[src/rtl/jtkiwi_vram_arb_if.sv]
// Shared VRAM port signals between the main CPU decode/wait logic, the video scanner and the arbiter.
interface jtkiwi_vram_arb_if;
  logic       cen6;
  logic       LVBL;
  logic       vram_cs;
  logic       vctrl_cs;
  logic       cpu_rnw;
  logic       vid_req;
  logic [7:0] vram_q;
  logic       dev_busy;
  logic       cpu_gnt;
  logic       vram_we;
  logic       vid_gnt;
  logic [7:0] cpu_q;

  modport master (
    output cen6, LVBL, vram_cs, vctrl_cs, cpu_rnw, vid_req, vram_q,
    input  dev_busy, cpu_gnt, vram_we, vid_gnt, cpu_q
  );

  modport slave (
    input  cen6, LVBL, vram_cs, vctrl_cs, cpu_rnw, vid_req, vram_q,
    output dev_busy, cpu_gnt, vram_we, vid_gnt, cpu_q
  );
endinterface

[src/rtl/jtkiwi_vram_arb.sv]
// CPU/scanner VRAM arbiter: CPU access takes 4 clocks minimum, MAXWAIT+3 worst case; dev_busy stalls the Z80
// until its slot, scanner yields only during the ACCESS/LATCH pair. Option JTKIWI_VBLANK_FREE_EN: CPU goes straight through in vblank.
module jtkiwi_vram_arb #(
  parameter int MAXWAIT = 32
) (
  input logic              clk,
  input logic              rst_n,
  jtkiwi_vram_arb_if.slave bus
);

  typedef enum logic [2:0] {
    IDLE   = 3'd0,
    WAIT   = 3'd1,
    ACCESS = 3'd2,
    LATCH  = 3'd3,
    DONE   = 3'd4
  } state_t;

  localparam logic [5:0] WAIT_LAST = 6'(MAXWAIT - 1);

  state_t     state;
  logic [5:0] wait_cnt;
  logic       cpu_gnt;
  logic       vram_we;
  logic [7:0] cpu_q;
  logic       cs_any;
  logic       vid_free;

  assign cs_any = bus.vram_cs | bus.vctrl_cs;

`ifdef JTKIWI_VBLANK_FREE_EN
  // The scanner has nothing to fetch in blank, so the CPU never has to wait there.
  assign vid_free    = ~bus.LVBL;
  assign bus.vid_gnt = bus.vid_req & ~cpu_gnt & bus.LVBL;
`else
  logic unused_lvbl;
  assign unused_lvbl = bus.LVBL;
  assign vid_free    = 1'b0;
  assign bus.vid_gnt = bus.vid_req & ~cpu_gnt;
`endif

  // Combinational so the stall reaches the Z80 in the same clock as its chip select.
  assign bus.dev_busy = rst_n & cs_any & (state != DONE);
  assign bus.cpu_gnt  = cpu_gnt;
  assign bus.vram_we  = vram_we;
  assign bus.cpu_q    = cpu_q;

  always_ff @(posedge clk or negedge rst_n) begin
    if (!rst_n) begin
      state    <= IDLE;
      wait_cnt <= 6'd0;
      cpu_gnt  <= 1'b0;
      vram_we  <= 1'b0;
      cpu_q    <= 8'h00;
    end else begin
      cpu_gnt <= 1'b0;
      vram_we <= 1'b0;
      case (state)
        IDLE: begin
          if (cs_any) begin
            state    <= WAIT;
            wait_cnt <= 6'd0;
          end
        end
        WAIT: begin
          if (!cs_any) begin
            state <= IDLE;
          end else if (!bus.vid_req || vid_free || wait_cnt == WAIT_LAST) begin
            state   <= ACCESS;
            cpu_gnt <= 1'b1;
            vram_we <= ~bus.cpu_rnw;
          end else if (wait_cnt != 6'h3f) begin
            wait_cnt <= wait_cnt + 6'd1;
          end
        end
        ACCESS: begin
          state   <= LATCH;
          cpu_gnt <= 1'b1;
        end
        LATCH: begin
          state <= DONE;
          if (bus.cpu_rnw) cpu_q <= bus.vram_q;
        end
        DONE: begin
          // Exit only on a CPU clock with cs low: one access per Z80 bus cycle.
          if (bus.cen6 && !cs_any) state <= IDLE;
        end
        default: state <= IDLE;
      endcase
    end
  end

endmodule

[src/flat_wrapper.sv]
// flat-port wrapper written by rule: the top's interface ports become plain ports
module jtkiwi_vram_arb_flat 
#(
  parameter int MAXWAIT = 32
)
  (clk, rst_n, bus_cen6, bus_LVBL, bus_vram_cs, bus_vctrl_cs, bus_cpu_rnw, bus_vid_req, bus_vram_q, bus_dev_busy, bus_cpu_gnt, bus_vram_we, bus_vid_gnt, bus_cpu_q);
  jtkiwi_vram_arb_if bus_i ();
  input logic clk;
  input logic rst_n;
  input wire logic [$bits(bus_i.cen6)-1:0] bus_cen6;
  input wire logic [$bits(bus_i.LVBL)-1:0] bus_LVBL;
  input wire logic [$bits(bus_i.vram_cs)-1:0] bus_vram_cs;
  input wire logic [$bits(bus_i.vctrl_cs)-1:0] bus_vctrl_cs;
  input wire logic [$bits(bus_i.cpu_rnw)-1:0] bus_cpu_rnw;
  input wire logic [$bits(bus_i.vid_req)-1:0] bus_vid_req;
  input wire logic [$bits(bus_i.vram_q)-1:0] bus_vram_q;
  output wire logic [$bits(bus_i.dev_busy)-1:0] bus_dev_busy;
  output wire logic [$bits(bus_i.cpu_gnt)-1:0] bus_cpu_gnt;
  output wire logic [$bits(bus_i.vram_we)-1:0] bus_vram_we;
  output wire logic [$bits(bus_i.vid_gnt)-1:0] bus_vid_gnt;
  output wire logic [$bits(bus_i.cpu_q)-1:0] bus_cpu_q;
  assign bus_i.cen6 = bus_cen6;
  assign bus_i.LVBL = bus_LVBL;
  assign bus_i.vram_cs = bus_vram_cs;
  assign bus_i.vctrl_cs = bus_vctrl_cs;
  assign bus_i.cpu_rnw = bus_cpu_rnw;
  assign bus_i.vid_req = bus_vid_req;
  assign bus_i.vram_q = bus_vram_q;
  assign bus_dev_busy = bus_i.dev_busy;
  assign bus_cpu_gnt = bus_i.cpu_gnt;
  assign bus_vram_we = bus_i.vram_we;
  assign bus_vid_gnt = bus_i.vid_gnt;
  assign bus_cpu_q = bus_i.cpu_q;
  jtkiwi_vram_arb #(.MAXWAIT(MAXWAIT)) u_core (.clk(clk), .rst_n(rst_n), .bus(bus_i));
endmodule
[config.mk]
export PLATFORM = sky130hd
export DESIGN_NAME = jtkiwi_vram_arb_flat
export DESIGN_NICKNAME = d
export VERILOG_FILES = /design/src/rtl/jtkiwi_vram_arb_if.sv /design/src/rtl/jtkiwi_vram_arb.sv /design/src/flat_wrapper.sv
export SDC_FILE = /design/constraint.sdc
export NUM_CORES = 1
export LEC_CHECK = 0
export CORE_MARGIN = 2
export CORE_UTILIZATION = 47
export CTS_BUF_LIST = sky130_fd_sc_hd__clkbuf_8
export DETAILED_ROUTE_END_ITERATION = 7
export GPL_TIMING_DRIVEN = 0
export PLACE_DENSITY = 0.8
export SYNTH_ARGS = -nofsm -noshare
export SYNTH_HDL_FRONTEND = slang
export SYNTH_SLANG_ARGS = --single-unit
[constraint.sdc]
create_clock -name clk -period 1.8 [get_ports clk]
set_input_delay 0.45 -clock clk [delete_from_list [all_inputs] [get_ports clk]]
set_output_delay 0.45 -clock clk [all_outputs]
set_load 0.005 [all_outputs]
==> results of run 1 <==
-- flip-flops by register name, summed over array words and instances (netlist names) --
name,flops
u_core.state,3
u_core.bus.vram_we,1
u_core.wait_cnt,6
u_core.bus.cpu_gnt,1
u_core.bus.cpu_q,8
-- timing repair --
action                     CTS  global route
setup endpoints to repair    3             2
setup buffers                3             6
pin swaps                    2             2
gates cloned                 0             0
resized for setup            9             8
-- critical path, delay by kind of cell, from the launching register on --
kind | cells | cell delay (ns)
simple gates | 2 | 0.54
flops | 1 | 0.39
buf+inv | 2 | 0.22
-- path summary, 6_finish.rpt --
check | to | slack (ns) | start
setup / recovery | bus_dev_busy | -0.07 | u_core.state[0]
hold / removal | u_core.wait_cnt[2] | 0.23 | rst_n
setup reg to reg | u_core.wait_cnt[2] | 0.10 | u_core.state[0]
hold reg to reg | u_core.bus.cpu_q[2] | 0.51 | u_core.bus.cpu_q[2]
max in group asynchronous | u_core.state[1] | 1.20 | rst_n
min in group clk | u_core.bus.cpu_q[2] | 0.51 | u_core.bus.cpu_q[2]
-- cells in the mapped netlist --
| master | instances |
|---|---|
| nand3_1 | 4 |
| or3b_1 | 1 |
| a31o_2 | 1 |
| o2bb2ai_1 | 1 |
| inv_1 | 2 |
| inv_2 | 1 |
| buf_6 | 1 |
| mux2i_1 | 2 |
| buf_2 | 2 |
| and3_1 | 2 |
| a21oi_1 | 2 |
| o21ai_0 | 4 |
| or3_1 | 1 |
| mux2_2 | 8 |
| dfrtp_1 | 19 |
| and2_4 | 1 |
| nand2_1 | 5 |
| o211a_1 | 1 |
| nor2b_1 | 2 |
| ha_1 | 1 |
| and2_1 | 1 |
| nor3b_1 | 1 |
| a32o_1 | 1 |
| a22o_1 | 3 |
| a21o_1 | 1 |
| a2111oi_4 | 1 |
| o22ai_1 | 2 |
| nand4_1 | 2 |
| nor2_2 | 1 |
| or2_2 | 1 |
| nor3_1 | 2 |
| nor2_1 | 3 |
-- metal layers --
layer,vias to the layer above,part of all wire,GRT usage
met5,-,0,0
met4,0,0.029,0.108
met3,8,0.051,0.0148
met2,40,0.55,0.311
met1,399,0.37,0.243
li1,366,-,-
-- logic make-up (layout without fill, tap and decap cells) --
family,after synthesis,after routing,share of synthesized area
buf+inv,6,44,0.0354
flops,19,19,0.517
compound gates,17,17,0.154
fa+ha+maj,1,1,0.0136
simple gates,27,27,0.161
mux,10,10,0.120
-- placed cells by master, fill, tap and decap left out, drive strengths merged, types with 2 or more instances in the layout --
cell,n
a21oi,2
a22o,3
and2,2
and3,2
buf,12
clkbuf,4
clkdlybuf4s50,21
dfrtp,19
dlygate4sd2,2
inv,3
mux2,8
mux2i,2
nand2,5
nand3,4
nand4,2
nor2,4
nor2b,2
nor3,2
o21ai,4
o22ai,2
-- where the power goes --
group | internal, mW | switching (mW) | total [mW]
sequential | 0.591 | 0.105 | 0.696
clock | 0.154 | 0.145 | 0.299
combinational | 0.614 | 0.416 | 1.03
-- through the flow --
stage               instances   util  hold WS, ns  power (mW)  setup slack, ns
global placement          131  0.679        0.488        1.51           -0.945
detailed placement        131  0.679        0.493        1.56           -0.951
CTS                       137  0.715        0.250        1.90           -0.196
finish                    143  0.745        0.232        2.02          -0.0686
floorplan                  80      -        0.154        1.18            0.295
global route              143  0.745        0.263        2.15           -0.100
-- cell type report --
class | instances | area share
sequential | 19 | 0.359
multi-input combinational | 55 | 0.319
timing repair buffer | 35 | 0.243
clock buffer | 3 | 0.0311
tap | 25 | 0.0235
buffer | 2 | 0.0122
inverter | 3 | 0.00847
clock inverter | 1 | 0.00377
==> reports/results.tsv, run 1 <==
metric	value	unit
die area	2330	um^2
Die H	48.2	um
RSZ-0062 raised after global routing	true	
cell taking the most area after synthesis	dfrtp_1	
nets@finish	136	
data required time of the worst path	1.35	ns
Ports	28	
clk_lat worst skew	0.26	ns
Peak Freq	535	MHz
max_slew headroom	0.621	
Reg clk slew, reported paths	0.07	ns
Unique masters post-synth	32	
total global-route track usage	0.189	
CTS Buffer Depth	2	
Final Cycle Share	1.04	
FILL cells	124	
syn_nets	97	
most frequent CP cell	buf_6	
PortBufs	26	
initial antenna violation count	0	
area fraction of the dominant cell type after synthesis	0.517	
pin count of the biggest net entering global routing	21	
Hold Fails Final Rpt	0	
Initial DRC Count	18	
r2r worst-path depth	8	
critical-path cell list	buf_6, or3_4, and3_4, buf_6	
ant diodes	0	
residual DRC count	0	
Area Growth Syn to Fin	44.5	%
first-pass GRT wire length	2990	um
CTS buffer count	3	
final worst path period need	1.87	ns
Initial Util	0.516	
Max Cap Viol	0	
CP max FO	3	
Lkg Pwr	0.604	nW
crit end category	output pin	
Finish-stage setup viols	1	
PwrDens	1520	nW/um^2
setup TNS	-0.0686	ns
flop and latch count out of synthesis	19	
CTS tree	built	
FF/Latch Area	477	um^2
worst hold path class	input port to asynchronous set/reset pin	
drt first pass iters	4	
Max VDD drop	735	uV
Placement Cell Area	1210	um^2
vias per cell	5.69	
multi-input combinational cell area	424	um^2
failing checks	negative setup slack	
largest incremental delay on the critical path	0.39	ns
gpl congestion	0.841	
Max Slew Vio Count	0	
layout cells sized above 1	0.305	
std cell rows	15	
skew final	0.00401	ns
critical path type	register to output pin	
drt wl/cell	15.3	um
syn avg cell area	11.5	um^2
Critical Path Slowest Stage Cell	dfrtp_1	
fin area	1330	um^2
Yosys Warn Count	0	
status	finished with violations	
core box area	1780	um^2
Final WS setup	-0.0686	ns
wirelength, routed	2190	um
critical path arrival	1.42	ns
remaining antenna violation count	0	
CTS Sinks	19	
Synth Cell Area	920	um^2
Root Buffer	clkbuf_8	
H-Tree Depth	1	
HPWL Detailed	1480	um
top area cells in the synthesized netlist	dfrtp_1 52%, mux2_2 9.8%, a2111oi_4 3.0%	
crit path launch type	register	
sequential area share after synthesis	0.517	
DIE WIDTH	48.2	um
vias in the first global route	703	
Post-CTS Hold Buffers	0	
Cells after Synth	80	
total number of vias	813	
Worst-Margin Slew	0.567	ns
GRT Residual Overflow	0	
(Power assumes the default switching activity.)
==> run 2: changes to the inputs <==
Settings changed: TNS_END_PERCENT from default to 50.
==> run 2 against run 1 <==
Net effect:
- the run still ends with negative setup slack left
- sequential share of layout area is 0.58 points higher
- total power decreased by 3.5%
- design area fell by 1.6%
- global-route usage fell by 0.40 points
- via count down 5.4%
- critical endpoint unchanged
- largest cell class unchanged
- hold slack lost 0.0068 ns
- setup slack improved by 0.052 ns
- flip-flop and latch count stayed put
- clock skew down 0.0029 ns
==> reports/results.tsv, run 2 (synthesis gave the netlist of run 1 again) <==
metric	value	unit	change
ant diodes	0		unchanged
Finish-stage setup viols	1		unchanged
critical path arrival	1.37	ns	was 1.42 ns
max_slew headroom	0.622		was 0.621
CP startpoint	u_core.state[0]		unchanged
clk_lat worst skew	0.26	ns	about the same
status	finished with violations		unchanged
Area Growth Syn to Fin	42.2	%	was 44.5%
layout cells sized above 1	0.287		was 0.305
CTS buffer count	3		unchanged
CP max FO	4		was 3
worst hold path class	input port to asynchronous set/reset pin		unchanged
Ports	28		unchanged
Placement Cell Area	1210	um^2	unchanged
DIE WIDTH	48.2	um	unchanged
drt wl/cell	14.8	um	was 15.3 um
Largest Register	u_core.bus.cpu_q		unchanged
remaining antenna violation count	0		unchanged
Initial Util	0.516		unchanged
data required time of the worst path	1.35	ns	about the same
Hold Fails Final Rpt	0		unchanged
die area	2330	um^2	unchanged
Min Hold Slack	0.225	ns	was 0.232 ns
multi-input combinational cell area	424	um^2	unchanged
final worst path period need	1.82	ns	was 1.87 ns
Reg clk slew, reported paths	0.07	ns	about the same
total global-route track usage	0.185		was 0.189
final core utilization	0.733		was 0.745
Power Total	1.95	mW	was 2.02 mW
Regs by FF count	u_core.bus.cpu_q: 8 flops, u_core.wait_cnt: 6 flops, u_core.state: 3 flops		unchanged
FF/Latch Area	477	um^2	unchanged
fin area	1310	um^2	was 1330 um^2
Post-CTS Hold Buffers	0		unchanged
CTS Sinks	19		unchanged
vias in the first global route	686		was 703
first-pass GRT wire length	2930	um	was 2990 um
commonest non-fill, non-tap cell in the layout	clkdlybuf4s50_1		unchanged
Max Slew Vio Count	0		unchanged
total number of vias	769		was 813
number of flip-flops in the largest register	8		unchanged
crit path launch type	register		unchanged
std cell rows	15		unchanged
residual DRC count	0		unchanged
Critical R2R Launch	u_core.state[0]		unchanged
CTS tree	built		unchanged
vias per cell	5.49		was 5.69
Max VDD drop	747	uV	was 735 uV
nets@finish	133		was 136
Final Cycle Share	1.01		was 1.04
RSZ-0062 raised after global routing	true		unchanged
PwrDens	1490	nW/um^2	was 1520 nW/um^2
GRT Residual Overflow	0		unchanged
Initial DRC Count	13		was 18
FILL cells	124		unchanged
core box area	1780	um^2	unchanged
Final WS setup	-0.0171	ns	was -0.0686 ns
Die H	48.2	um	unchanged
pin count of the biggest net entering global routing	21		unchanged
Root Buffer	clkbuf_8		unchanged
HPWL Detailed	1480	um	unchanged
setup TNS	-0.0171	ns	was -0.0686 ns
PortBufs	26		unchanged
Lkg Pwr	0.598	nW	was 0.604 nW
Max Cap Viol	0		unchanged
gpl congestion	0.841		unchanged
Worst-Margin Slew	0.566	ns	was 0.567 ns
Peak Freq	550	MHz	was 535 MHz
drt first pass iters	4		unchanged
wirelength, routed	2080	um	was 2190 um
skew final	0.00111	ns	was 0.00401 ns
initial antenna violation count	0		unchanged
most frequent cells in the layout	20 x clkdlybuf4s50_1, 18 x dfrtp_1, 8 x mux2_2		was 21 x clkdlybuf4s50_1, 18 x dfrtp_1, 9 x buf_4
H-Tree Depth	1		unchanged
critical path type	register to output pin		unchanged
CTS Buffer Depth	2		unchanged
failing checks	negative setup slack		unchanged
crit end category	output pin		unchanged
## run 2: metal layers
layer | up-vias | track usage | share of wire
met5 | - | 0 | 0
met4 | 0 | 0.108 | 0.018
met3 | 4 | 0.0148 | 0.040
met2 | 23 | 0.305 | 0.55
met1 | 381 | 0.235 | 0.39
li1 | 361 | - | -
## run 2: worst paths after layout
check	slack, ns	to	cells past startpoint
min in group clk	0.50	u_core.bus.cpu_q[2]	1
max	-0.02	bus_dev_busy	4
min	0.23	u_core.wait_cnt[2]	1
max in group asynchronous	1.23	u_core.state[1]	1
max reg2reg	0.09	u_core.wait_cnt[2]	5
min reg2reg	0.50	u_core.bus.cpu_q[2]	1
## run 2: what timing repair did
action                     4_1_cts  5_1_grt
resized for setup                9       10
buffers inserted                 1        5
setup endpoints to repair        3        5
pin swaps                        2        2
## run 2: cell type report
cell class,instances,area share
multi-input cells,55,0.324
plain buffers,2,0.0124
flip-flops and latches,19,0.365
inverters,3,0.00861
clock inverters,1,0.00383
well taps,25,0.0239
clock buffers,3,0.0316
repair buffers,32,0.231
## run 2: metrics by stage
step | worst slack, ns | cells
after floorplan | 0.295 | 80
after global placement | -0.945 | 131
after detailed placement | -0.951 | 131
after CTS | -0.196 | 135
after global routing | -0.0454 | 140
final | -0.0171 | 140
## run 2: power by group
group / total [mW] / internal (mW) / switching (mW)
Combinational: 0.958 / 0.567 / 0.390
Clock: 0.299 / 0.154 / 0.145
Sequential: 0.697 / 0.591 / 0.106
Total: 1.95 / 1.31 / 0.641
## run 2: worst max-delay path, stage by stage, from the launching register on
cell     delay, ns
dfrtp_1       0.39
buf_6         0.12
or3_4         0.32
and3_4        0.17
buf_6         0.10
==> run 3: changes to the inputs <==
Settings changed: CORE_ASPECT_RATIO from default to 1.25, GPL_ROUTABILITY_DRIVEN from default to 1.
==> run 3 against run 2 <==
Net effect:
- the flow still finishes with violations (negative setup slack)
- cell count down 6.4%
- register-to-register slack about the same
- first-iteration DRC count up 7.7%
- clock power about the same
- critical endpoint unchanged
- largest power group unchanged
==> reports/results.tsv, run 3 (synthesis gave the netlist of run 1 again) <==
metric	value	unit	change
Buf+Inv Stages, Crit Path	2		unchanged
Final Cycle Share	1.03		was 1.01
clk_lat worst skew	0.25	ns	was 0.26 ns
Peak Freq	542	MHz	was 550 MHz
DIE WIDTH	43.6	um	was 48.2 um
Die H	53.5	um	was 48.2 um
FILL cells	138		was 124
PwrDens	1490	nW/um^2	about the same
nets@finish	130		was 133
HPWL Detailed	1410	um	was 1480 um
CTS tree	built		unchanged
data required time of the worst path	1.35	ns	about the same
largest incremental delay on the critical path	0.43	ns	was 0.39 ns
total number of vias	738		was 769
met2 Usage GRT	0.328		was 0.305
Root Buffer	clkbuf_8		unchanged
vias in the first global route	752		was 686
Power Total	1.89	mW	was 1.95 mW
setup TNS	-0.0462	ns	was -0.0171 ns
status	finished with violations		unchanged
PortBufs	26		unchanged
Top delay family on crit path	buffers and inverters		was simple AND/OR/NAND/NOR gates
drt wl/cell	14.8	um	about the same
Worst R2R Setup Slack	0.09	ns	about the same
Critical Path Slowest Stage Cell	clkdlybuf4s50_1		was dfrtp_1
instance count on the critical path	4		unchanged
crit path launch type	input port		was register
Initial Util	0.509		was 0.516
initial antenna violation count	0		unchanged
Critical R2R Launch	u_core.state[0]		unchanged
GRT Residual Overflow	0		unchanged
Largest Register	u_core.bus.cpu_q		unchanged
vias per cell	5.63		was 5.49
failing checks	negative setup slack		unchanged
Max Slew Vio Count	0		unchanged
Min Hold Slack	0.132	ns	was 0.225 ns
skew final	0.00184	ns	was 0.00111 ns
number of flip-flops in the largest register	8		unchanged
RSZ-0062 raised after global routing	true		unchanged
std cell rows	17		was 15
layout cells sized above 1	0.259		was 0.287
critical path arrival	1.40	ns	was 1.37 ns
CTS Buffer Depth	2		unchanged
commonest non-fill, non-tap cell in the layout	clkdlybuf4s50_1		unchanged
Initial DRC Count	14		was 13
critical path type	input port to output pin		was register to output pin
GR peak layer	met2		unchanged
remaining antenna violation count	0		unchanged
Finish-stage setup viols	1		unchanged
worst hold path class	input port to asynchronous set/reset pin		unchanged
Ports	28		unchanged
crit end category	output pin		unchanged
ant diodes	0		unchanged
CTS buffer count	3		unchanged
CP startpoint	bus_vram_cs		was u_core.state[0]
Area Growth Syn to Fin	38.2	%	was 42.2%
core box area	1810	um^2	was 1780 um^2
reg2reg end	u_core.wait_cnt[1]		was u_core.wait_cnt[2]
Final WS setup	-0.0462	ns	was -0.0171 ns
final worst path period need	1.85	ns	was 1.82 ns
H-Tree Depth	1		unchanged
residual DRC count	0		unchanged
setup slack at placement	-0.973	ns	was -0.951 ns
most frequent cells in the layout	21 x clkdlybuf4s50_1, 18 x dfrtp_1, 8 x mux2_2		was 20 x clkdlybuf4s50_1, 18 x dfrtp_1, 8 x mux2_2
total global-route track usage	0.186		was 0.185
die area	2330	um^2	about the same
pin count of the biggest net entering global routing	21		unchanged
Worst-Margin Slew	0.541	ns	was 0.566 ns
final core utilization	0.703		was 0.733
Reg clk slew, reported paths	0.07	ns	about the same
global routing usage on met1	0.213		was 0.235
r2r worst-path depth	5		unchanged
grt met3 use	0.0307		was 0.0148
Regs by FF count	u_core.bus.cpu_q: 8 flops, u_core.wait_cnt: 6 flops, u_core.state: 3 flops		unchanged
Max Cap Viol	0		unchanged
first-pass GRT wire length	3140	um	was 2930 um
drt first pass iters	4		unchanged
CP max FO	3		was 4
CTS Sinks	19		unchanged
gpl congestion	0.811		was 0.841
critical-path cell list	clkdlybuf4s50_1, or2_4, and3_4, clkbuf_2		was buf_6, or3_4, and3_4, buf_6
Max VDD drop	992	uV	was 747 uV
Lkg Pwr	0.582	nW	was 0.598 nW
crit path to	bus_dev_busy		unchanged
wirelength, routed	1940	um	was 2080 um
Hold Fails Final Rpt	0		unchanged
max_slew headroom	0.639		was 0.622
## run 3: through the flow
step,std cells,area [um^2]
2_1_floorplan,80,920
3_3_place_gp,125,1200
4_1_cts,129,1250
5_1_grt,131,1270
3_5_place_dp,125,1200
6_report,131,1270
## run 3: layer usage
metal | part of all wire | up-vias
met4 | 0.0072 | 0
met2 | 0.55 | 19
li1 | - | 355
met1 | 0.41 | 362
met5 | 0 | -
met3 | 0.037 | 2
## run 3: final cells by class
type | count | area (um^2) | area share
clock inverters | 1 | 5.00 | 0.00394
plain buffers | 2 | 16.3 | 0.0128
repair buffers | 29 | 273 | 0.215
well taps | 19 | 23.8 | 0.0187
flip-flops and latches | 19 | 477 | 0.375
multi-input cells | 55 | 424 | 0.334
inverters | 3 | 11.3 | 0.00886
clock buffers | 3 | 41.3 | 0.0325
## run 3: worst reg2reg max path: stages, from the launching register on
cell and delay [ns]:
dfrtp_1 0.39, buf_6 0.13, buf_4 0.15, a2111oi_4 0.52
and2_4 0.27, mux2i_1 0.18
## run 3: how the worst min path moves through the flow
stage | startpoint | end | slack (ns) | cells past startpoint
6_report | rst_n | u_core.wait_cnt[2] | 0.13 | 1
4_1_cts | rst_n | u_core.bus.cpu_q[3] | 0.26 | 1
2_1_floorplan | rst_n | u_core.bus.cpu_gnt | 0.15 | 0
5_1_grt | rst_n | u_core.wait_cnt[3] | 0.17 | 1
3_5_place_dp | u_core.bus.cpu_q[4] | u_core.bus.cpu_q[4] | 0.49 | 1
3_3_place_gp | u_core.bus.cpu_q[6] | u_core.bus.cpu_q[6] | 0.49 | 1
## run 3: power breakdown
part / switching (mW) / internal (mW) / total [mW]
Sequential: 0.100 / 0.591 / 0.691
Combinational: 0.371 / 0.532 / 0.903
Clock: 0.143 / 0.154 / 0.296
Total: 0.613 / 1.28 / 1.89
## run 3: repair_timing
item | CTS | global route
pin swaps | 1 | 0
setup buffers | 1 | 2
setup endpoints to repair | 3 | 3
hold buffers | 0 | 0
gates resized for setup | 8 | 8
